===== src/rtl/if_fetch_stage.sv =====
// Instruction-fetch stage with PC, req/ready imem port, one-entry hold buffer and IF/ID register.
// Optional performance counters are enabled by defining IF_FETCH_PERF_EN.
module if_fetch_stage #(
  parameter int unsigned     PC_W     = 32,
  parameter int unsigned     INSTR_W  = 32,
  parameter logic [PC_W-1:0] RESET_PC = '0
) (
  input  logic               clk,
  input  logic               rst,
  output logic [PC_W-1:0]    imem_addr,
  output logic               imem_req,
  input  logic [INSTR_W-1:0] imem_rdata,
  input  logic               imem_ready,
  input  logic               stall,
  input  logic               redirect,
  input  logic [PC_W-1:0]    redirect_pc,
  output logic               ifid_valid,
  output logic [INSTR_W-1:0] ifid_instr,
  output logic [PC_W-1:0]    ifid_pc4
`ifdef IF_FETCH_PERF_EN
  ,
  output logic [31:0]        perf_fetch_cnt,
  output logic [31:0]        perf_bubble_cnt
`endif
);

  typedef enum logic [1:0] {StFetch, StHold, StDrain} state_e;

  state_e              state_q, state_d;
  logic [PC_W-1:0]     pc_q, pc_d;
  logic [PC_W-1:0]     target_q, target_d;
  logic [INSTR_W-1:0]  hold_instr_q, hold_instr_d;
  logic [PC_W-1:0]     hold_pc4_q, hold_pc4_d;
  logic                ifid_valid_q, ifid_valid_d;
  logic [INSTR_W-1:0]  ifid_instr_q, ifid_instr_d;
  logic [PC_W-1:0]     ifid_pc4_q, ifid_pc4_d;
  logic                ifid_load, ifid_bubble;
  logic                xfer;
  logic [PC_W-1:0]     pc_plus4;

  // In DRAIN the PC still holds the killed request's address, so imem_addr is always pc.
  assign imem_addr  = pc_q;
  assign imem_req   = !rst && (state_q != StHold);
  assign xfer       = imem_req && imem_ready;
  assign pc_plus4   = pc_q + PC_W'(4);
  assign ifid_valid = ifid_valid_q;
  assign ifid_instr = ifid_instr_q;
  assign ifid_pc4   = ifid_pc4_q;

  always_comb begin
    state_d      = state_q;
    pc_d         = pc_q;
    target_d     = target_q;
    hold_instr_d = hold_instr_q;
    hold_pc4_d   = hold_pc4_q;
    ifid_instr_d = ifid_instr_q;
    ifid_pc4_d   = ifid_pc4_q;
    ifid_load    = 1'b0;
    ifid_bubble  = 1'b0;

    if (redirect) begin
      ifid_bubble  = 1'b1;
      hold_instr_d = '0;
      hold_pc4_d   = '0;
      unique case (state_q)
        StFetch: begin
          if (xfer) begin
            pc_d = redirect_pc;
          end else begin
            target_d = redirect_pc;
            state_d  = StDrain;
          end
        end
        StHold: begin
          pc_d    = redirect_pc;
          state_d = StFetch;
        end
        StDrain: begin
          if (xfer) begin
            pc_d    = redirect_pc;
            state_d = StFetch;
          end else begin
            target_d = redirect_pc;
          end
        end
        default: state_d = StFetch;
      endcase
    end else begin
      unique case (state_q)
        StFetch: begin
          if (xfer) begin
            pc_d = pc_plus4;
            if (stall) begin
              hold_instr_d = imem_rdata;
              hold_pc4_d   = pc_plus4;
              state_d      = StHold;
            end else begin
              ifid_load    = 1'b1;
              ifid_instr_d = imem_rdata;
              ifid_pc4_d   = pc_plus4;
            end
          end else if (!stall) begin
            ifid_bubble = 1'b1;
          end
        end
        StHold: begin
          if (!stall) begin
            ifid_load    = 1'b1;
            ifid_instr_d = hold_instr_q;
            ifid_pc4_d   = hold_pc4_q;
            state_d      = StFetch;
          end
        end
        StDrain: begin
          // Returned data belongs to the killed path and is dropped.
          ifid_bubble = 1'b1;
          if (xfer) begin
            pc_d    = target_q;
            state_d = StFetch;
          end
        end
        default: state_d = StFetch;
      endcase
    end

    ifid_valid_d = ifid_valid_q;
    if (ifid_bubble) ifid_valid_d = 1'b0;
    if (ifid_load)   ifid_valid_d = 1'b1;
  end

  always_ff @(posedge clk) begin
    if (rst) begin
      state_q      <= StFetch;
      pc_q         <= RESET_PC;
      target_q     <= '0;
      hold_instr_q <= '0;
      hold_pc4_q   <= '0;
      ifid_valid_q <= 1'b0;
      ifid_instr_q <= '0;
      ifid_pc4_q   <= '0;
    end else begin
      state_q      <= state_d;
      pc_q         <= pc_d;
      target_q     <= target_d;
      hold_instr_q <= hold_instr_d;
      hold_pc4_q   <= hold_pc4_d;
      ifid_valid_q <= ifid_valid_d;
      ifid_instr_q <= ifid_instr_d;
      ifid_pc4_q   <= ifid_pc4_d;
    end
  end

`ifdef IF_FETCH_PERF_EN
  logic [31:0] fetch_cnt_q, bubble_cnt_q;

  always_ff @(posedge clk) begin
    if (rst) begin
      fetch_cnt_q  <= '0;
      bubble_cnt_q <= '0;
    end else begin
      if (ifid_load)   fetch_cnt_q  <= fetch_cnt_q + 32'd1;
      if (ifid_bubble) bubble_cnt_q <= bubble_cnt_q + 32'd1;
    end
  end

  assign perf_fetch_cnt  = fetch_cnt_q;
  assign perf_bubble_cnt = bubble_cnt_q;
`endif

endmodule

===== config.mk =====
export PLATFORM = sky130hd
export DESIGN_NAME = if_fetch_stage
export DESIGN_NICKNAME = d
export VERILOG_FILES = /design/src/rtl/if_fetch_stage.sv
export SDC_FILE = /design/constraint.sdc
export NUM_CORES = 1
export LEC_CHECK = 0
export ABC_AREA = 1
export CAP_MARGIN = 20
export CORE_UTILIZATION = 56
export DETAILED_ROUTE_END_ITERATION = 8
export GPL_TIMING_DRIVEN = 0
export PLACE_DENSITY = 0.91
export SYNTH_ARGS = -nofsm -noshare
export SYNTH_HDL_FRONTEND = slang
export SYNTH_SLANG_ARGS = --single-unit

===== constraint.sdc =====
create_clock -name clk -period 2.55 [get_ports clk]
set_input_delay 0.51 -clock clk [delete_from_list [all_inputs] [get_ports clk]]
set_output_delay 0.51 -clock clk [all_outputs]
set_load 0.01 [all_outputs]

==> results.sh, run 1 <==
export IMPL_clock_latency_ns=0.44
export IMPL_grt_pass1_vias=8813
export IMPL_netlist_area_um2=8860
export IMPL_path_delay_family="buffers and inverters"
export IMPL_numCtsBuffers=17
export IMPL_ff2ff_setup_slack_ns=0.43
export IMPL_maxSlewHeadroom=0.521
export IMPL_cp_max_fo=18
export IMPL_antenna_found_initial=0
export IMPL_synth_cell_type_count=37
export IMPL_synthFlopType="dfxtp_1"
export IMPL_endpoint_kind="primary output"
export IMPL_synth_simple_area_share=0.240
export IMPL_die_x_um=128
export IMPL_synthCells=1272
export IMPL_r2r_start="imem_addr[2]"
export IMPL_antenna_left=0
export IMPL_multi_input_area_um2=4200
export IMPL_required_ns=2.04
export IMPL_fin_crit_sh=0.966
export IMPL_place_area_um2=10800
export IMPL_row_count=45
export IMPL_worstHoldStart="target_q[4]"
export IMPL_power_density_nw_per_um2=632
export IMPL_via_per_inst=5.64
export IMPL_setup_viol=0
export IMPL_initial_utilization=0.579
export IMPL_timing_worst_slew_pin_value_ns=0.716
export IMPL_gp_congestion=0.933
export IMPL_syn2layout_area_growth_pct=28.7
export IMPL_synthMuxAreaShare=0
export IMPL_numClockSinks=195
export IMPL_drt_iter0_markers=1087
export IMPL_drive_gt1_frac=0.0647
export IMPL_period_minus_slack_ns=2.46
export IMPL_maxCapViolCount=0
export IMPL_crit_path_start="state_q[1]"
export IMPL_synth_top_area_cell="dfxtp_1"
export IMPL_crit_end="imem_req"
export IMPL_ys_seq_area_frac=0.441
export IMPL_fin_worst_skew_ns=0.00903
export IMPL_yosys_area_share_adder=0.00141
export IMPL_vias=9477
export IMPL_setup_slack_ns=0.0866
export IMPL_synth_xor_area_share=0.0138
export IMPL_grt_max_degree=19
export IMPL_grt_first_pass_wirelength_um=44200
export IMPL_synth_top_family_by_area="simple AND/OR/NAND/NOR gates"
export IMPL_status="complete, no violations"
export IMPL_post_cts_resized=0
export IMPL_die_h_um=128
export IMPL_fillerInstances=1196
export IMPL_grt_usage=0.345
export IMPL_cpMaxStageDelayCell="clkdlybuf4s50_1"
export IMPL_synth_top_cell_area_share=0.441
export IMPL_h_tree_depth=4
export IMPL_fin_area_um2=11400
export IMPL_total_leakage_power_nw=4.72
export IMPL_cts_tree="yes"
export IMPL_pre_cts_ws_ns=0.0221
export IMPL_cp_arrival_ns=1.95
export IMPL_peakVddDrop_v=0.000573
export IMPL_first_pass_iters=6
export IMPL_avgSynthCellArea_um2=6.97
export IMPL_ys_ff_latch=195
export IMPL_path_depth=5
export IMPL_ff_latch_area_um2=3900
export IMPL_worst_path_buf_inv=3
export IMPL_cp_start_kind="register"
export IMPL_worstSetupPathType="reg -> out"
export IMPL_grt_ovfl_total=0
export IMPL_clock_fmax_ghz=0.406
export IMPL_path_cells="inv_2, nand2_4, inv_2, nor2_2, clkdlybuf4s50_1"
export IMPL_yosysWarnings=0
export IMPL_r2r_end="imem_addr[16]"
export IMPL_io_pins=167
export IMPL_core_area_um2=15300
export IMPL_clock_path_buffers=2
export IMPL_synth_compound_area_frac=0.219
export IMPL_drv_slew=0
export IMPL_worst_path_most_repeated_cell="inv_2"
export IMPL_final_nets=1525
export IMPL_hold_viol_final=0
export IMPL_die_area_um2=16300
export IMPL_async_flop_share=0
export IMPL_hold_class="reg -> reg"
export IMPL_synth_area_top_cells="dfxtp_1 44%, nand2_1 12%, o21ai_0 10%"
export IMPL_clk_pin_slew_worst_paths_ns=0.07
export IMPL_synth_edff_count=0
export IMPL_ctsHoldBuffers=0
export IMPL_worst_r2r_cell_count=10
export IMPL_cts_setup_buffers=0
export IMPL_avgRoutedWirePerCell_um=16.6
export IMPL_synth_fp_nets=1342
export IMPL_root_buffer="clkbuf_16"
export IMPL_finalWirelength_um=27800
export IMPL_fin_setup_tns_ns=0
export IMPL_rsz0062_at_grt="false"
export IMPL_dp_hpwl_um=20100
export IMPL_max_stage_delay_ns=0.56
export IMPL_antenna_cells=0
export IMPL_port_buffer_count=165
export IMPL_drc=0
==> Yosys cell counts, drive strengths merged (3+ instances only) <==
cell type,number
xor2,11
xnor2,3
or2,7
inv,99
o21ai,190
dfxtp,195
o211ai,4
clkbuf,49
and2,6
buf,35
a21oi,99
a31oi,41
nand3b,7
nor2,203
a221oi,15
nand3,22
nand2,278
==> sequential cells by signal (all words and copies together), names as in the netlist <==
signal and flops:
ifid_instr 32, hold_pc4_q 32, state_q 2, imem_addr 32, ifid_valid 1, hold_instr_q 32
target_q 32, ifid_pc4 32
==> metrics by stage <==
stage | total power (W) | hold WS, ns | utilization | std cells
floorplan | 0.00387 | 0.425 | - | 1272
finish | 0.00721 | 0.452 | 0.745 | 1679
global route | 0.00744 | 0.481 | 0.745 | 1679
detailed placement | 0.00436 | 0.442 | 0.704 | 1648
global placement | 0.00434 | 0.433 | 0.704 | 1648
CTS | 0.00718 | 0.453 | 0.745 | 1679
==> layout make-up <==
class / count / share of cell area
plain buffers: 83 / 0.0337
clock buffers: 19 / 0.0397
clock inverters: 13 / 0.0157
inverters: 99 / 0.0326
multi-input cells: 894 / 0.368
flip-flops and latches: 195 / 0.342
well taps: 211 / 0.0231
repair buffers: 165 / 0.145
==> layer usage <==
metal	global-route usage	vias up	share of wire
li1	-	4516	-
met1	0.455	4335	0.41
met2	0.563	555	0.46
met3	0.0551	71	0.097
met4	0.145	0	0.029
met5	0	-	0
==> cells by family (layout without fill, tap and decap cells) <==
family,after synthesis,in the layout
DFF,195,195
adders and majority gates,1,1
xor gates and xnor gates,14,14
and+or+nand+nor,524,524
buffers and inverters,183,379
AOI/OAI and AO/OA,355,355
==> cells in the final DEF (no fill, tap or decap), types with 4 or more instances in the layout <==
master	n
a21oi_1	98
a221oi_1	15
a31oi_1	41
and2_1	6
buf_2	21
buf_4	10
clkbuf_1	47
clkbuf_16	17
clkdlybuf4s50_1	165
dfxtp_1	195
inv_1	92
inv_2	7
inv_6	8
nand2_1	274
nand3_1	21
nand3b_1	7
nor2_1	195
nor2_2	4
nor2_4	4
o211ai_1	4
o21ai_0	182
o21ai_1	7
or2_2	7
xor2_1	11
==> how the worst min path moves through the flow <==
stage                                end  slack [ns]  cells after the start
final                        target_q[4]        0.45                      2
after global routing        target_q[16]        0.48                      2
after CTS                    target_q[4]        0.45                      2
after detailed placement     target_q[4]        0.44                      2
after global placement      target_q[15]        0.43                      2
after floorplan           hold_pc4_q[10]        0.42                      2
==> power breakdown <==
group,switching [W],internal [W],leakage (nW)
registers,0.000122,0.00320,1.59
clock network,0.00125,0.00163,0.309
logic,0.000572,0.000445,2.82
total,0.00194,0.00527,4.72
==> worst min-delay path: stages, from the launching register on <==
cell	delay, ns
dfxtp_1	0.30
inv_1	0.05
a21oi_1	0.05
No activity file was read; power rests on OpenSTA's default activity.
==> inputs of run 2 (changes only) <==
--- a/config.mk
+++ b/config.mk
@@ -10,7 +10,7 @@
 export CORE_UTILIZATION = 56
 export DETAILED_ROUTE_END_ITERATION = 8
 export GPL_TIMING_DRIVEN = 0
-export PLACE_DENSITY = 0.91
+export PLACE_DENSITY = 0.85
 export SYNTH_ARGS = -nofsm -noshare
 export SYNTH_HDL_FRONTEND = slang
 export SYNTH_SLANG_ARGS = --single-unit
==> results.sh, run 2 (same netlist as run 1, synthesis figures left out) <==
export IMPL_drv_slew=0
export IMPL_core_area_um2=15300
export IMPL_ff2ff_setup_slack_ns=0.47
export IMPL_fin_crit_sh=0.976
export IMPL_most_common_layout_cells="274 x nand2_1, 196 x nor2_1, 195 x dfxtp_1"
export IMPL_h_tree_depth=4
export IMPL_grt_pass1_vias=8824
export IMPL_dp_hpwl_um=20000
export IMPL_grt_usage=0.340
export IMPL_maxSlewHeadroom=0.534
export IMPL_syn2layout_area_growth_pct=28.2
export IMPL_endpoint_kind="primary output"
export IMPL_path_cells="inv_2, nand2_4, inv_2, nor2_1, clkdlybuf4s50_1"
export IMPL_rsz0062_at_grt="false"
export IMPL_final_common_cell="nand2_1"
export IMPL_cpMaxStageDelayCell="clkdlybuf4s50_1"
export IMPL_worst_path_buf_inv=3
export IMPL_setup_slack_ns=0.0613
export IMPL_avgRoutedWirePerCell_um=16.4
export IMPL_power_density_nw_per_um2=619
export IMPL_worst_path_most_repeated_cell="inv_2"
export IMPL_clock_fmax_ghz=0.402
export IMPL_final_nets=1525
export IMPL_grt_ovfl_total=0
export IMPL_gp_congestion=0.928
export IMPL_required_ns=2.04
export IMPL_vias=9312
export IMPL_numClockSinks=195
export IMPL_dp_cells=1648
export IMPL_pre_cts_ws_ns=-0.0161
export IMPL_root_buffer="clkbuf_16"
export IMPL_antenna_left=0
export IMPL_die_area_um2=16300
export IMPL_hold_viol_final=0
export IMPL_maxCapViolCount=0
export IMPL_drt_iter0_markers=1074
export IMPL_grt_max_degree=19
export IMPL_numCtsBuffers=17
export IMPL_clk_pin_slew_worst_paths_ns=0.07
export IMPL_clock_latency_ns=0.44
export IMPL_antenna_cells=0
export IMPL_total_leakage_power_nw=4.70
export IMPL_cp_max_fo=18
export IMPL_timing_worst_slew_pin_value_ns=0.699
export IMPL_hold_slack_ns=0.453
export IMPL_power_w=0.00704
export IMPL_die_x_um=128
export IMPL_port_buffer_count=165
export IMPL_hold_class="reg -> reg"
export IMPL_multi_input_area_um2=4200
export IMPL_drc=0
export IMPL_fin_worst_skew_ns=0.00956
export IMPL_period_minus_slack_ns=2.49
export IMPL_final_cells=1678
export IMPL_post_cts_resized=0
export IMPL_cp_arrival_ns=1.98
export IMPL_place_area_um2=10800
export IMPL_ctsHoldBuffers=0
export IMPL_via_per_inst=5.55
export IMPL_drive_gt1_frac=0.0607
export IMPL_io_pins=167
export IMPL_initial_utilization=0.579
export IMPL_status="complete, no violations"
export IMPL_cts_setup_buffers=0
export IMPL_fin_area_um2=11400
export IMPL_ff_latch_area_um2=3900
export IMPL_cp_start_kind="register"
export IMPL_clock_path_buffers=2
export IMPL_antenna_found_initial=0
export IMPL_cts_tree="yes"
export IMPL_peakVddDrop_v=0.000502
export IMPL_max_stage_delay_ns=0.56
export IMPL_worstSetupPathType="reg -> out"
export IMPL_row_count=45
export IMPL_fillerInstances=1246
export IMPL_die_h_um=128
export IMPL_setup_viol=0
export IMPL_grt_first_pass_wirelength_um=43500
export IMPL_finalWirelength_um=27500
export IMPL_path_delay_family="buffers and inverters"
export IMPL_first_pass_iters=8
## run 2: cell types whose count changed in the layout (fill, tap and decap cells not counted), sizes merged
cell	delta
bufinv	-1
inv	-7
clkbuf	+6
clkinv	+1
## run 2: worst paths after layout
check | start | end | cells past startpoint
worst max-delay path | state_q[1] | imem_req | 5
worst min-delay path | hold_pc4_q[10] | hold_pc4_q[10] | 2
worst max register to register | imem_addr[2] | imem_addr[18] | 10
worst min register to register | hold_pc4_q[10] | hold_pc4_q[10] | 2
## run 2: layout make-up
| class | count | share of cell area |
|---|---|---|
| well taps | 211 | 0.0232 |
| flip-flops and latches | 195 | 0.344 |
| multi-input cells | 894 | 0.369 |
| clock buffers | 25 | 0.0436 |
| plain buffers | 83 | 0.0338 |
| repair buffers | 165 | 0.145 |
| inverters | 99 | 0.0327 |
| clock inverters | 6 | 0.00815 |
## run 2: per-stage QoR
stage	setup TNS, ns	util
floorplan	0	-
global placement	0	0.704
detailed placement	-0.0161	0.704
CTS	0	0.742
global route	0	0.742
finish	0	0.742
## run 2: layer usage
metal  vias to the layer above  GRT usage  share of wire
met4                         0      0.156          0.030
li1                       4517          -              -
met5                         -          0              0
met1                      4245      0.428           0.42
met3                        67     0.0555          0.089
met2                       483      0.570           0.47
## run 2: power by group
group	switching (W)	total, W	internal [W]
combinational	0.000563	0.00101	0.000445
sequential	0.000123	0.00332	0.00320
clock	0.00115	0.00271	0.00155
total	0.00184	0.00704	0.00520
## run 2: worst min-delay path, delay by kind of cell (launching register included)
kind	cells	cell delay, ns
AOI/OAI and AO/OA	1	0.05
buffers and inverters	1	0.05
DFF	1	0.30
==> inputs of run 3 (changes only) <==
--- a/config.mk
+++ b/config.mk
@@ -5,7 +5,6 @@
 export SDC_FILE = /design/constraint.sdc
 export NUM_CORES = 1
 export LEC_CHECK = 0
-export ABC_AREA = 1
 export CAP_MARGIN = 20
 export CORE_UTILIZATION = 56
 export DETAILED_ROUTE_END_ITERATION = 8
==> results.sh, run 3 <==
export IMPL_power_density_nw_per_um2=603
export IMPL_synth_fp_nets=1200
export IMPL_synth_xor_area_share=0.0239
export IMPL_cts_tree="yes"
export IMPL_h_tree_depth=4
export IMPL_most_common_layout_cells="259 x nand2_1, 195 x dfxtp_1, 165 x clkdlybuf4s50_1"
export IMPL_total_leakage_power_nw=3.93
export IMPL_hold_slack_ns=0.452
export IMPL_setup_viol=0
export IMPL_avgSynthCellArea_um2=7.80
export IMPL_dp_hpwl_um=22000
export IMPL_status="complete, no violations"
export IMPL_drive_gt1_frac=0.0731
export IMPL_hold_viol_final=0
export IMPL_core_area_um2=15300
export IMPL_drc=0
export IMPL_synth_top_cell_area_share=0.443
export IMPL_ys_seq_area_frac=0.443
export IMPL_grt_first_pass_wirelength_um=46100
export IMPL_synth_cell_type_count=63
export IMPL_port_buffer_count=166
export IMPL_yosys_area_share_adder=0.00142
export IMPL_numClockSinks=195
export IMPL_period_minus_slack_ns=2.50
export IMPL_clock_path_buffers=2
export IMPL_synth_edff_count=0
export IMPL_antenna_found_initial=0
export IMPL_finalWirelength_um=29900
export IMPL_required_ns=2.04
export IMPL_avgRoutedWirePerCell_um=19.4
export IMPL_io_pins=167
export IMPL_async_flop_share=0
export IMPL_cp_arrival_ns=1.99
export IMPL_gp_congestion=0.944
export IMPL_vias=9296
export IMPL_synth_common_cells="259 x nand2_1, 195 x dfxtp_1, 118 x a21oi_1, 107 x nor2_1, 57 x clkbuf_1"
export IMPL_synthFlopType="dfxtp_1"
export IMPL_synth_compound_area_frac=0.231
export IMPL_synth_top_family_by_area="simple AND/OR/NAND/NOR gates"
export IMPL_final_common_cell="nand2_1"
export IMPL_via_per_inst=6.04
export IMPL_hold_class="reg -> reg"
export IMPL_fin_worst_skew_ns=0.0136
export IMPL_ys_ff_latch=195
export IMPL_antenna_left=0
export IMPL_grt_usage=0.369
export IMPL_syn2layout_area_growth_pct=28.8
export IMPL_endpoint_kind="primary output"
export IMPL_ctsHoldBuffers=0
export IMPL_grt_ovfl_total=0
export IMPL_final_nets=1384
export IMPL_timing_worst_slew_pin_value_ns=0.940
export IMPL_peakVddDrop_v=0.000481
export IMPL_synthCells=1130
export IMPL_yosysWarnings=0
export IMPL_fin_setup_tns_ns=0
export IMPL_cp_start_kind="input port"
export IMPL_die_area_um2=16200
export IMPL_fin_crit_sh=0.981
export IMPL_synthMuxAreaShare=0.00341
export IMPL_die_h_um=127
export IMPL_synth_simple_area_share=0.241
export IMPL_numCtsBuffers=17
export IMPL_initial_utilization=0.577
export IMPL_place_area_um2=10700
export IMPL_antenna_cells=0
export IMPL_clock_latency_ns=0.45
export IMPL_power_w=0.00684
export IMPL_die_x_um=127
export IMPL_maxCapViolCount=0
export IMPL_drv_slew=0
export IMPL_synth_top_area_cell="dfxtp_1"
export IMPL_yosysMostFrequentCell="nand2_1"
export IMPL_first_pass_iters=6
export IMPL_maxSlewHeadroom=0.373
export IMPL_clk_pin_slew_worst_paths_ns=0.07
export IMPL_clock_fmax_ghz=0.400
export IMPL_pre_cts_ws_ns=-1.08
export IMPL_worstSetupPathType="in -> out"
export IMPL_netlist_area_um2=8810
export IMPL_grt_max_degree=20
export IMPL_fin_area_um2=11300
export IMPL_drt_iter0_markers=823
export IMPL_synth_area_top_cells="dfxtp_1 44%, nand2_1 11%, a21oi_1 6.7%"
export IMPL_setup_slack_ns=0.0475
export IMPL_root_buffer="clkbuf_16"
export IMPL_cp_max_fo=10
export IMPL_grt_pass1_vias=8607
export IMPL_row_count=45
[run 3: cell count changes in the layout (fill, tap and decap cells not counted), sizes merged, moves of 22 or more]
cell	change
a211oi	+28
a311oi	+39
a31oi	-25
inv	-85
nor2	-96
nor3	+22
o21ai	-135
[run 3: through the flow]
stage / util / instances
2_1_floorplan: - / 1130
3_3_place_gp: 0.703 / 1507
3_5_place_dp: 0.703 / 1507
4_1_cts: 0.743 / 1538
5_1_grt: 0.744 / 1538
6_report: 0.744 / 1538
[run 3: path summary, 6_finish.rpt]
| kind | to | depth (start not counted) | start | slack (ns) |
|---|---|---|---|---|
| worst min register to register | target_q[15] | 2 | target_q[15] | 0.45 |
| worst max-delay path | imem_req | 6 | rst | 0.05 |
| worst max register to register | ifid_pc4[19] | 5 | imem_addr[11] | 0.08 |
| worst min-delay path | target_q[15] | 2 | target_q[15] | 0.45 |
[run 3: cell families after synthesis]
logic type,Yosys count
buf+inv,111
mux,3
compound gates,317
fa+ha+maj,1
simple gates,479
flops,195
xor+xnor,24
[run 3: timing repair]
item | CTS | global route
setup buffers | 0 | 0
cloned | 0 | 0
resized for setup | 10 | 4
setup endpoints to repair | 3 | 10
[run 3: cell type report]
| class | count | area (um^2) |
|---|---|---|
| Buffer | 100 | 478 |
| Inverter | 10 | 37.5 |
| Clock inverter | 14 | 141 |
| Timing Repair Buffer | 166 | 1660 |
| Fill cell | 1247 | 3910 |
| Sequential cell | 195 | 3900 |
| Clock buffer | 18 | 439 |
| Tap cell | 211 | 264 |
| Multi-Input combinational cell | 824 | 4420 |
[run 3: report_power, final]
part	leakage, nW	switching [W]	internal [W]
Sequential	1.59	0.000100	0.00316
Clock	0.281	0.00134	0.00133
Combinational	2.07	0.000535	0.000388
Total	3.93	0.00197	0.00487
[run 3: routing by layer]
metal  track usage  share of wire
met3        0.0733           0.10
met2         0.617           0.47
met5             0              0
met4         0.146          0.028
met1         0.468           0.40
[run 3: critical path, stage by stage]
cell and delay [ns]:
clkdlybuf4s50_1 0.52, buf_4 0.19, clkbuf_8 0.20, clkbuf_8 0.21, nor2_1 0.06, dlygate4sd2_1 0.29
